[src/rtl/demux_1_4_stream_if.sv]
// demux_1_4_stream_if: valid/ready input stream plus four-channel output bus
interface demux_1_4_stream_if #(parameter int DATA_W = 8);
  logic [DATA_W-1:0] s_data;
  logic              s_valid;
  logic              s_last;
  logic [1:0]        s_sel;
  logic              s_ready;
  logic [DATA_W-1:0] m_data;
  logic              m_last;
  logic [3:0]        m_valid;
  logic [3:0]        m_ready;
  modport slave (input s_data, s_valid, s_last, s_sel, m_ready,
                 output s_ready, m_data, m_last, m_valid);
  modport master (output s_data, s_valid, s_last, s_sel, m_ready,
                  input s_ready, m_data, m_last, m_valid);
endinterface

[src/rtl/demux_1_4_stream.sv]
// demux_1_4_stream: 1-to-4 packet demux, route locked per packet, one output register stage
// Define DEMUX_PKT_CNT_EN to build the per-channel 16-bit completed-packet counters.
module demux_1_4_stream #(
  parameter int DATA_W = 8
) (
  input  logic                clk,
  input  logic                rst_n,
  demux_1_4_stream_if.slave   io,
  output logic [63:0]         pkt_cnt
);
  typedef enum logic {IDLE, LOCKED} state_t;
  state_t            state_q, state_d;
  logic [1:0]        route_q, route_d;
  logic [3:0]        m_valid_q, m_valid_d;
  logic [DATA_W-1:0] m_data_q, m_data_d;
  logic              m_last_q, m_last_d;
  logic [1:0]        o_ch, ch;
  logic              o_full, s_ready, accept;
  always_comb begin
    o_full    = |m_valid_q;
    o_ch      = {m_valid_q[3] | m_valid_q[2], m_valid_q[3] | m_valid_q[1]};
    s_ready   = rst_n && (!o_full || io.m_ready[o_ch]);
    accept    = io.s_valid && s_ready;
    ch        = state_q == LOCKED ? route_q : io.s_sel;
    state_d   = state_q;
    route_d   = route_q;
    m_valid_d = m_valid_q;
    m_data_d  = m_data_q;
    m_last_d  = m_last_q;
    if (accept) begin
      m_valid_d = 4'b0001 << ch;
      m_data_d  = io.s_data;
      m_last_d  = io.s_last;
      route_d   = ch;
      state_d   = io.s_last ? IDLE : LOCKED;
    end else if (o_full && io.m_ready[o_ch]) begin
      m_valid_d = '0;
    end
  end
  always_ff @(posedge clk) begin
    if (!rst_n) begin
      state_q   <= IDLE;
      route_q   <= '0;
      m_valid_q <= '0;
      m_data_q  <= '0;
      m_last_q  <= 1'b0;
    end else begin
      state_q   <= state_d;
      route_q   <= route_d;
      m_valid_q <= m_valid_d;
      m_data_q  <= m_data_d;
      m_last_q  <= m_last_d;
    end
  end
  assign io.s_ready = s_ready;
  assign io.m_valid = m_valid_q;
  assign io.m_data  = m_data_q;
  assign io.m_last  = m_last_q;
`ifdef DEMUX_PKT_CNT_EN
  logic [15:0] cnt_q [4];
  logic [15:0] cnt_d [4];
  always_comb begin
    for (int i = 0; i < 4; i++)
      cnt_d[i] = cnt_q[i] + 16'(m_valid_q[i] && io.m_ready[i] && m_last_q);
  end
  always_ff @(posedge clk) begin
    for (int i = 0; i < 4; i++)
      cnt_q[i] <= rst_n ? cnt_d[i] : 16'h0;
  end
  assign pkt_cnt = {cnt_q[3], cnt_q[2], cnt_q[1], cnt_q[0]};
`else
  assign pkt_cnt = 64'h0;
`endif
endmodule

[src/flat_wrapper.sv]
// flat-port wrapper written by rule: the top's interface ports become plain ports
module demux_1_4_stream_flat 
#(
  parameter int DATA_W = 8
)
  (clk, rst_n, pkt_cnt, io_s_data, io_s_valid, io_s_last, io_s_sel, io_m_ready, io_s_ready, io_m_data, io_m_last, io_m_valid);
  demux_1_4_stream_if #(.DATA_W(DATA_W)) io_i ();
  input  logic clk;
  input  logic rst_n;
  output logic [63:0] pkt_cnt;
  input wire logic [$bits(io_i.s_data)-1:0] io_s_data;
  input wire logic [$bits(io_i.s_valid)-1:0] io_s_valid;
  input wire logic [$bits(io_i.s_last)-1:0] io_s_last;
  input wire logic [$bits(io_i.s_sel)-1:0] io_s_sel;
  input wire logic [$bits(io_i.m_ready)-1:0] io_m_ready;
  output wire logic [$bits(io_i.s_ready)-1:0] io_s_ready;
  output wire logic [$bits(io_i.m_data)-1:0] io_m_data;
  output wire logic [$bits(io_i.m_last)-1:0] io_m_last;
  output wire logic [$bits(io_i.m_valid)-1:0] io_m_valid;
  assign io_i.s_data = io_s_data;
  assign io_i.s_valid = io_s_valid;
  assign io_i.s_last = io_s_last;
  assign io_i.s_sel = io_s_sel;
  assign io_i.m_ready = io_m_ready;
  assign io_s_ready = io_i.s_ready;
  assign io_m_data = io_i.m_data;
  assign io_m_last = io_i.m_last;
  assign io_m_valid = io_i.m_valid;
  demux_1_4_stream #(.DATA_W(DATA_W)) u_core (.clk(clk), .rst_n(rst_n), .io(io_i), .pkt_cnt(pkt_cnt));
endmodule
[config.mk]
export PLATFORM = sky130hd
export DESIGN_NAME = demux_1_4_stream_flat
export DESIGN_NICKNAME = d
export VERILOG_FILES = /design/src/rtl/demux_1_4_stream_if.sv /design/src/rtl/demux_1_4_stream.sv /design/src/flat_wrapper.sv
export SDC_FILE = /design/constraint.sdc
export NUM_CORES = 1
export LEC_CHECK = 0
export ABC_AREA = 1
export CAP_MARGIN = 20
export CELL_PAD_IN_SITES_DETAIL_PLACEMENT = 0
export CELL_PAD_IN_SITES_GLOBAL_PLACEMENT = 1
export CORE_MARGIN = 2
export CORE_UTILIZATION = 22
export DETAILED_ROUTE_END_ITERATION = 8
export GPL_ROUTABILITY_DRIVEN = 0
export PLACE_DENSITY_LB_ADDON = 0.1
export SYNTH_ARGS = -nofsm -noshare
export SYNTH_HDL_FRONTEND = slang
export SYNTH_SLANG_ARGS = --single-unit
[constraint.sdc]
create_clock -name clk -period 1.3 [get_ports clk]
set_input_delay 0.195 -clock clk [delete_from_list [all_inputs] [get_ports clk]]
set_output_delay 0.195 -clock clk [all_outputs]
set_load 0.02 [all_outputs]
==> results of run 1 <==
## registers in the layout, summed over array words and instances (netlist names)
signal,flops
u_core.io.m_valid,4
u_core.state_q,1
u_core.route_q,2
u_core.io.m_last,1
u_core.io.m_data,8
## synth_stat cells (all sizes together)
cell / number / area, µm²
buf: 67 / 504.2
nand2: 34 / 137.6
dfxtp: 16 / 320.3
inv: 15 / 58.81
nand3: 15 / 105.1
a21oi: 8 / 47.55
nor2: 8 / 32.54
nand4: 5 / 31.28
o21ai: 2 / 10.01
conb: 1 / 3.750
## worst register-to-register path, cell delays in order, from the launching register on
cell     delay (ps)
dfxtp_4         370
inv_4            70
nand2_4          60
nor2_4           80
nand2_2          70
nand3_4          90
buf_6           100
nand3_4         120
buf_12          190
inv_12           60
nand2_4          40
a21oi_2         110
## kinds of logic (layout without fill, tap and decap cells)
family / Yosys count / count (layout) / synth area share
other: 1 / 64 / 0.002997
flip-flops: 16 / 16 / 0.2560
AND/OR/NAND/NOR: 62 / 62 / 0.2450
buffers and inverters: 82 / 68 / 0.4500
AO/OA/AOI/OAI: 10 / 10 / 0.04600
## through the flow
stage / area, µm² / hold WS [ps]
after global placement: 1483 / 443.2
after floorplan: 1491 / 305.5
after CTS: 1623 / 457.6
final: 1717 / 453.9
after detailed placement: 1483 / 449.8
after global routing: 1717 / 472.0
## how the worst max path moves through the flow
| stage | start | slack (ps) | cells after the start | end |
|---|---|---|---|---|
| global route | u_core.io.m_valid[1] | -210 | 10 | u_core.io.m_data[2] |
| global placement | io_m_ready[0] | -590 | 8 | io_s_ready |
| finish | u_core.io.m_valid[1] | -130 | 7 | io_s_ready |
| floorplan | u_core.io.m_valid[1] | 40 | 8 | u_core.io.m_data[0] |
| detailed placement | io_m_ready[0] | -580 | 8 | io_s_ready |
| CTS | u_core.io.m_valid[3] | -160 | 7 | io_s_ready |
## power groups by stage
stage	combinational, mW	clock (mW)	sequential (mW)
finish	0.563	0.444	0.543
global route	0.610	0.495	0.549
CTS	0.533	0.469	0.543
detailed placement	0.503	0	0.558
global placement	0.503	0	0.557
floorplan	0.439	0	0.590
## final cells by class
type / count / area share
tap: 72 / 0.05248
sequential: 16 / 0.1931
timing repair buffer: 48 / 0.2733
clock buffer: 4 / 0.03207
multi-input combinational: 136 / 0.3980
inverter: 15 / 0.04155
timing repair inverter: 1 / 0.009475
## cells in the final DEF, fill, tap and decap left out, drive strengths merged
cell,instances
o21ai,2
buf,20
nand2,34
clkbuf,4
dfxtp,16
a21oi,8
clkdlybuf4s50,17
nor2,8
clkinv,1
inv,15
conb,64
dlygate4sd2,11
nand4,5
nand3,15
## layer usage
layer / GRT usage / up-vias / routed length [µm] / part of all wire
met2: 0.1347 / 49 / 1374 / 0.51
met1: 0.1024 / 426 / 1116 / 0.42
met4: 0.03103 / 0 / 17 / 0.0063
met5: 0 / - / 0 / 0
li1: - / 506 / - / -
met3: 0.01697 / 2 / 173 / 0.065
## what timing repair did
item                       4_1_cts  5_1_grt
buffers inserted                 4        1
setup endpoints to repair       30       17
pin swaps                        4       11
hold buffers                     0        0
gates cloned                     2        0
resized for setup               30       25
==> impl_metrics.toml, run 1 <==
[detailed_routing]
drc_errors = 0
drt_iter0_markers = 27
detail_route.first_pass.iterations = 4
postRouteAntennaNets = 0
wirelength_um = 2681
route.detailed.wl_per_inst_um = 9.182
vias = 983
via_per_inst = 3.366

[power]
power.share.clock = 0.287
p_switching_mw = 0.5628
p_leak_nw = 0.8879
worst_ir_drop_vdd_mv = 0.4037
internal_power_mw = 0.9872
combPwrFrac = 0.363
switching_share = 0.3631
total_power_mw = 1.550
power_density_nw_per_um2 = 903.0
seqPwrFrac = 0.350

[clocking]
h-tree-depth = 1
clk_pin_slew_worst_paths_ps = 70
clock_latency_ps = 250
root_buffer = "clkbuf_8"
clock_sinks = 16
numCtsBuffers = 3
tritoncts = "done"
cts.path.max_buffers = 2

[sta]
max_freq_ghz = 0.6971
slew_violations = 0
setup_violations = 17
fin_crit_sh = 1.103
final-hold-violation-count = 0
setup_tns_ps = -1428
skew_ps = 3.112
min_period_ps = 1434
timing.final.ws_setup_ps = -134.5
rsz0062_at_grt = "true"

[floorplan]
fp.dieArea_um2 = 6307
num_rows = 27
boundaryPins = 96
die_x_um = 79.42
initial_core_util = 0.2272
core_um2 = 5507
die_h_um = 79.42

[setup_path]
worstPathArrival_ps = 1240
crit_path_cell_trace = "nor2_2 -> nor2_4 -> nand2_2 -> nand3_4 -> nand2_1 -> inv_1 -> buf_4"
slowest_delay_ps = 370
reg2regPathDepth = 11
reg2reg_to = "u_core.route_q[0]"
ff2ff_setup_slack_ps = -130
start_kind = "register"
worstPathMaxFanout = 4
criticalPathCategory = "register to output port"
crit_family = "simple AND/OR/NAND/NOR gates"
reg2reg_from = "u_core.io.m_valid[3]"
crit_buf_inv = 2
end_kind = "output port"
cpMaxStageDelayCell = "dfxtp_4"
worst_ep_required_time_ps = 1110

[cells_and_area]
multi_input_area_um2 = 683.2
antennaDiodeCount = 0
nFillCells = 614
final_util = 0.3117
drive_gt1_frac = 0.2500
syn_to_final_growth_pct = 37.20
instances_no_fill = 292
layout.nets = 239
register_area_um2 = 331.6

[hold_path]
worstHoldPathType = "register to register"
min_path_cells = 2
hold_start = "u_core.io.m_last"
hold_path_end = "u_core.io.m_last"

[synthesis]
synth.avg_cell_area_um2 = 7.317
netlist_instances = 171
synth.distinct_cells = 21
ys_ff_latch = 16
synth.yosys.seq_area_share = 0.2560
ys_warn_count = 0
syn_area_um2 = 1251

[placed_design]
place_inst = 281
hpwlAfterDp_um = 1947
place_ws_ps = -582.0
io_buffer_count = 31

[grt]
grt.overflow.total = 0
grt_max_degree = 17
grt_pass1_vias = 840
track_usage = 0.08095
grt_pass1_wl_um = 4043
antenna_found_initial = 0

[flow_run]
drv_cap = 0

[run_status]
violations = "negative setup slack"
status = "finished with violations"
No activity file was read; power rests on OpenSTA's default activity.
==> inputs of run 2 (changes only) <==
Settings changed: CORE_UTILIZATION 22 to 40, CTS_CLUSTER_SIZE set to 8, DONT_BUFFER_PORTS set to 1.
==> run 2 against run 1 <==
  * The flow still finishes with violations (negative setup slack)
  * Core utilization grew 12 points
  * Die area decreased by 43%
  * Clock skew increased by 2.3 ps
  * Critical path depth is 3 higher
  * Worst hold slack got worse by 440 ps
  * Combinational power fell by 31%
  * Fmax rose by 1.1%
  * Sequential cell count is the same
==> impl_metrics.toml, run 2 (synthesized netlist as in run 1, its figures left out) <==
[run_status]
status = "finished with violations"
violations = "negative setup slack"

[cells_and_area]
final_cell_mix = "conb_1, nand2_1, dfxtp_1"
drive_gt1_frac = 0.2406
final_common_cell = "conb_1"
syn_to_final_growth_pct = 3.400
largest_reg_flops = 8
final_util = 0.4308
layout.nets = 206
antennaDiodeCount = 0

[floorplan]
die_x_um = 59.93
num_rows = 20
core_um2 = 3003
initial_core_util = 0.4167
die_h_um = 59.93
boundaryPins = 96
fp.dieArea_um2 = 3592

[hold_path]
worstHoldPathType = "input pin to register"

[power]
worst_ir_drop_vdd_mv = 0.5558
power_density_nw_per_um2 = 999.5
p_leak_nw = 0.6684

[setup_path]
worstPathArrival_ps = 1610
worst_ep_required_time_ps = 1490
worstPathMaxFanout = 8
end_kind = "register"
criticalPathCategory = "register to register"
start_kind = "register"

[detailed_routing]
drt_iter0_markers = 13
route.detailed.wl_per_inst_um = 9.359
postRouteAntennaNets = 0
vias = 879
drc_errors = 0
wirelength_um = 2059
detail_route.first_pass.iterations = 4
via_per_inst = 3.995

[grt]
grt_pass1_vias = 706
grt.overflow.total = 0
antenna_found_initial = 0
grt_max_degree = 18
grt_pass1_wl_um = 3063
track_usage = 0.1149

[clocking]
numCtsBuffers = 3
root_buffer = "clkbuf_4"
tritoncts = "done"
cts.path.max_buffers = 2
clock_latency_ps = 280
clk_pin_slew_worst_paths_ps = 100
h-tree-depth = 1
clock_sinks = 16

[sta]
fin_crit_sh = 1.092
skew_ps = 5.378
timing.final.ws_setup_ps = -119.5
setup_tns_ps = -1396
setup_violations = 17
slew_violations = 0
max_freq_ghz = 0.7045
rsz0062_at_grt = "true"
final-hold-violation-count = 0
min_period_ps = 1419

[placed_design]
place_ws_ps = -23.35
io_buffer_count = 0
hpwlAfterDp_um = 1664

[flow_run]
drv_cap = 0
==> run 2: changes by cell type in the layout (fill, tap and decap cells not counted), sizes merged <==
cell	before	now
clkdlybuf4s50	17	0
clkinv	1	0
dlygate4sd2	11	0
buf	20	11
dlygate4sd3	0	5
==> run 2: worst max-delay path: stages (launching register included) <==
cell     delay (ps)
dfxtp_4         380
inv_4            70
nand2_4          50
nor2_4          100
nand2_2          80
nand3_4         120
buf_12          110
nand3_4         120
buf_6           170
nand3_2          70
nand2_2          50
==> run 2: worst paths after layout <==
kind,startpoint,endpoint,slack [ps],depth (start not counted)
worst max-delay path,u_core.io.m_valid[3],u_core.io.m_data[7],-120,10
worst min-delay path,rst_n,u_core.io.m_data[4],10,2
worst max register to register,u_core.io.m_valid[3],u_core.io.m_data[7],-120,10
worst min register to register,u_core.route_q[0],u_core.route_q[0],470,2
==> run 2: area by class of cell <==
| class | count | area (µm²) |
|---|---|---|
| multi-input cells | 136 | 665.6 |
| well taps | 33 | 41.29 |
| repair buffers | 16 | 152.6 |
| clock buffers | 4 | 36.28 |
| flip-flops and latches | 16 | 331.6 |
| inverters | 15 | 66.31 |
| fillers | 334 | 1709 |
==> run 2: what timing repair did <==
action | CTS | global route
setup buffers | 3 | 0
endpoints found under the setup margin | 11 | 17
hold endpoints to repair | 3 | 2
hold buffers | 3 | 2
pin swaps | 4 | 11
gates resized for setup | 9 | 19
==> run 2: routing by layer <==
metal  vias up  track usage  wire (µm)
li1        439            -          -
met1       388       0.1404        811
met2        52       0.1770       1011
met3         0      0.04762        236
met4         0      0.04762          0
met5         -            0          0
==> run 2: metrics by stage <==
stage               area [µm²]  std cells  hold slack (ps)  total power [mW]
floorplan                 1491        234            305.5             1.030
global placement          1089        208            308.2            0.9187
detailed placement        1089        208            314.0            0.9194
CTS                       1209        218           0.7452             1.293
global route              1294        220            2.582             1.385
finish                    1294        220            14.32             1.293
==> run 2: where the power goes <==
part	leakage, nW	internal, mW	total [mW]	switching [mW]
clock network	0.0210	0.170	0.328	0.158
logic	0.514	0.102	0.386	0.285
registers	0.134	0.521	0.579	0.0579
total	0.668	0.793	1.29	0.500
==> inputs of run 3 (changes only) <==
Settings changed: ABC_AREA 1 to unset, CORE_UTILIZATION 40 to 41.
==> run 3 against run 2 <==
  * Largest power group unchanged
  * Critical endpoint is now io_s_ready
  * Area after synthesis grew 3.5%
  * Non-clock buffer count decreased by 3
  * The flow still finishes with violations (negative setup slack)
  * Wire length up 5.8%
==> impl_metrics.toml, run 3 <==
[setup_path]
end_kind = "output port"
reg2regPathDepth = 6
worstPathMaxFanout = 5
criticalPathCategory = "register to output port"
ff2ff_setup_slack_ps = -310
start_kind = "register"
reg2reg_to = "u_core.state_q"
reg2reg_from = "u_core.io.m_valid[1]"
worst_ep_required_time_ps = 1110
worstPathArrival_ps = 1480

[synthesis]
ys_ff_latch = 16
synthArstFlopShare = 0
synth.most_common_cell = "buf_4"
synth.distinct_cells = 23
synth_commonest_cells = "buf_4, nand2_1, dfxtp_1, mux2i_1"
synth_top_area_frac = 0.3710
synth_top_area_cell = "buf_4"
ys_top_cells_by_area = "buf_4, dfxtp_1, mux2i_1, nand2_1, nor3b_1"
synth.avg_cell_area_um2 = 8.094
ys_warn_count = 0
syn_area_um2 = 1295
synth_edf_count = 0
netlist_instances = 160
synth.yosys.seq_area_share = 0.2473
synth_ff_type = "dfxtp_1"

[run_status]
violations = "negative setup slack"
status = "finished with violations"

[detailed_routing]
route.detailed.wl_per_inst_um = 10.28
postRouteAntennaNets = 0
vias = 846
drc_errors = 0
wirelength_um = 2179
detail_route.first_pass.iterations = 6
via_per_inst = 3.991
drt_iter0_markers = 33

[cells_and_area]
final_common_cell = "conb_1"
final_cell_mix = "conb_1, nand2_1, dfxtp_1"
antennaDiodeCount = 0
multi_input_area_um2 = 730.7
nFillCells = 320
drive_gt1_frac = 0.1429
largest_reg_flops = 8
layout.nets = 188
final_util = 0.4136
syn_to_final_growth_pct = -3.285
register_area_um2 = 329.1

[sta]
min_period_ps = 1672
setup_tns_ps = -4572
final-hold-violation-count = 0
slew_violations = 0
hold_ws_ps = 41.93
timing.final.ws_setup_ps = -372.1
fin_crit_sh = 1.286
rsz0062_at_grt = "true"
setup_violations = 17
skew_ps = 11.56
max_freq_ghz = 0.5981

[floorplan]
boundaryPins = 96
fp.dieArea_um2 = 3624
num_rows = 20
die_x_um = 60.20
core_um2 = 3028
initial_core_util = 0.4277
die_h_um = 60.20

[grt]
grt_max_degree = 30
grt_pass1_vias = 729
track_usage = 0.1161
grt.overflow.total = 0
grt_pass1_wl_um = 3201
antenna_found_initial = 0

[hold_path]
worstHoldPathType = "input pin to register"
min_path_cells = 1
hold_path_end = "u_core.io.m_valid[2]"
hold_start = "rst_n"

[flow_run]
drv_cap = 0

[clocking]
cts.path.max_buffers = 2
numCtsBuffers = 3
root_buffer = "clkbuf_4"
h-tree-depth = 1
clk_pin_slew_worst_paths_ps = 80
clock_latency_ps = 280
tritoncts = "done"
clock_sinks = 16

[placed_design]
place_ws_ps = -278.1
io_buffer_count = 0
hpwlAfterDp_um = 1662

[power]
p_leak_nw = 0.6371
power_density_nw_per_um2 = 1023
total_power_mw = 1.281
worst_ir_drop_vdd_mv = 0.3397
[run 3: cell families (layout without fill, tap and decap cells)]
kind of cell,after synthesis,in the layout,share of synthesized area
compound gates,19,19,0.09662
buf+inv,71,16,0.4039
flops,16,16,0.2473
mux,11,11,0.08503
other cells,1,64,0.002896
simple gates,42,42,0.1643
[run 3: final cells by class]
cell class | count | share of cell area
Multi-Input combinational cell | 136 | 0.5834
Sequential cell | 16 | 0.2627
Timing Repair Buffer | 13 | 0.09191
Tap cell | 44 | 0.04396
Clock buffer | 3 | 0.01798
[run 3: worst max-delay path by stage]
stage | endpoint | slack [ps] | start
detailed placement | u_core.io.m_data[7] | -280 | u_core.io.m_valid[1]
CTS | io_s_ready | -410 | u_core.io.m_valid[1]
finish | io_s_ready | -370 | u_core.io.m_valid[1]
global placement | u_core.io.m_data[7] | -240 | u_core.io.m_valid[1]
global route | io_s_ready | -420 | u_core.io.m_valid[1]
floorplan | u_core.io.m_data[0] | -210 | u_core.io.m_valid[1]
[run 3: where the power goes]
group          internal [mW]  leakage (nW)  switching [mW]
Clock                  0.107        0.0138           0.149
Combinational          0.140         0.490           0.280
Sequential             0.534         0.133          0.0712
[run 3: timing repair]
item / in CTS / in global routing
gates resized for setup: 6 / 2
hold endpoints to repair: 1 / 1
pin swaps: 2 / 2
endpoints found under the setup margin: 17 / 17
setup buffers: 1 / 0
hold buffers: 1 / 1
[run 3: critical path: stages (launching register included)]
cell,delay (ps)
dfxtp_4,360
nor2b_4,120
o41a_1,470
a21boi_4,260
[run 3: stage by stage]
step                      area, µm²  instances
after floorplan                1544        223
after global placement         1164        206
after detailed placement       1164        206
after CTS                      1235        211
after global routing           1252        212
final                          1252        212
[run 3: routing by layer]
| metal | up-vias | GRT usage | wire length, µm |
|---|---|---|---|
| met3 | 0 | 0.02814 | 219 |
| li1 | 409 | - | - |
| met4 | 0 | 0.03810 | 0 |
| met5 | - | 0 | 0 |
| met2 | 52 | 0.1972 | 1106 |
| met1 | 385 | 0.1425 | 853 |
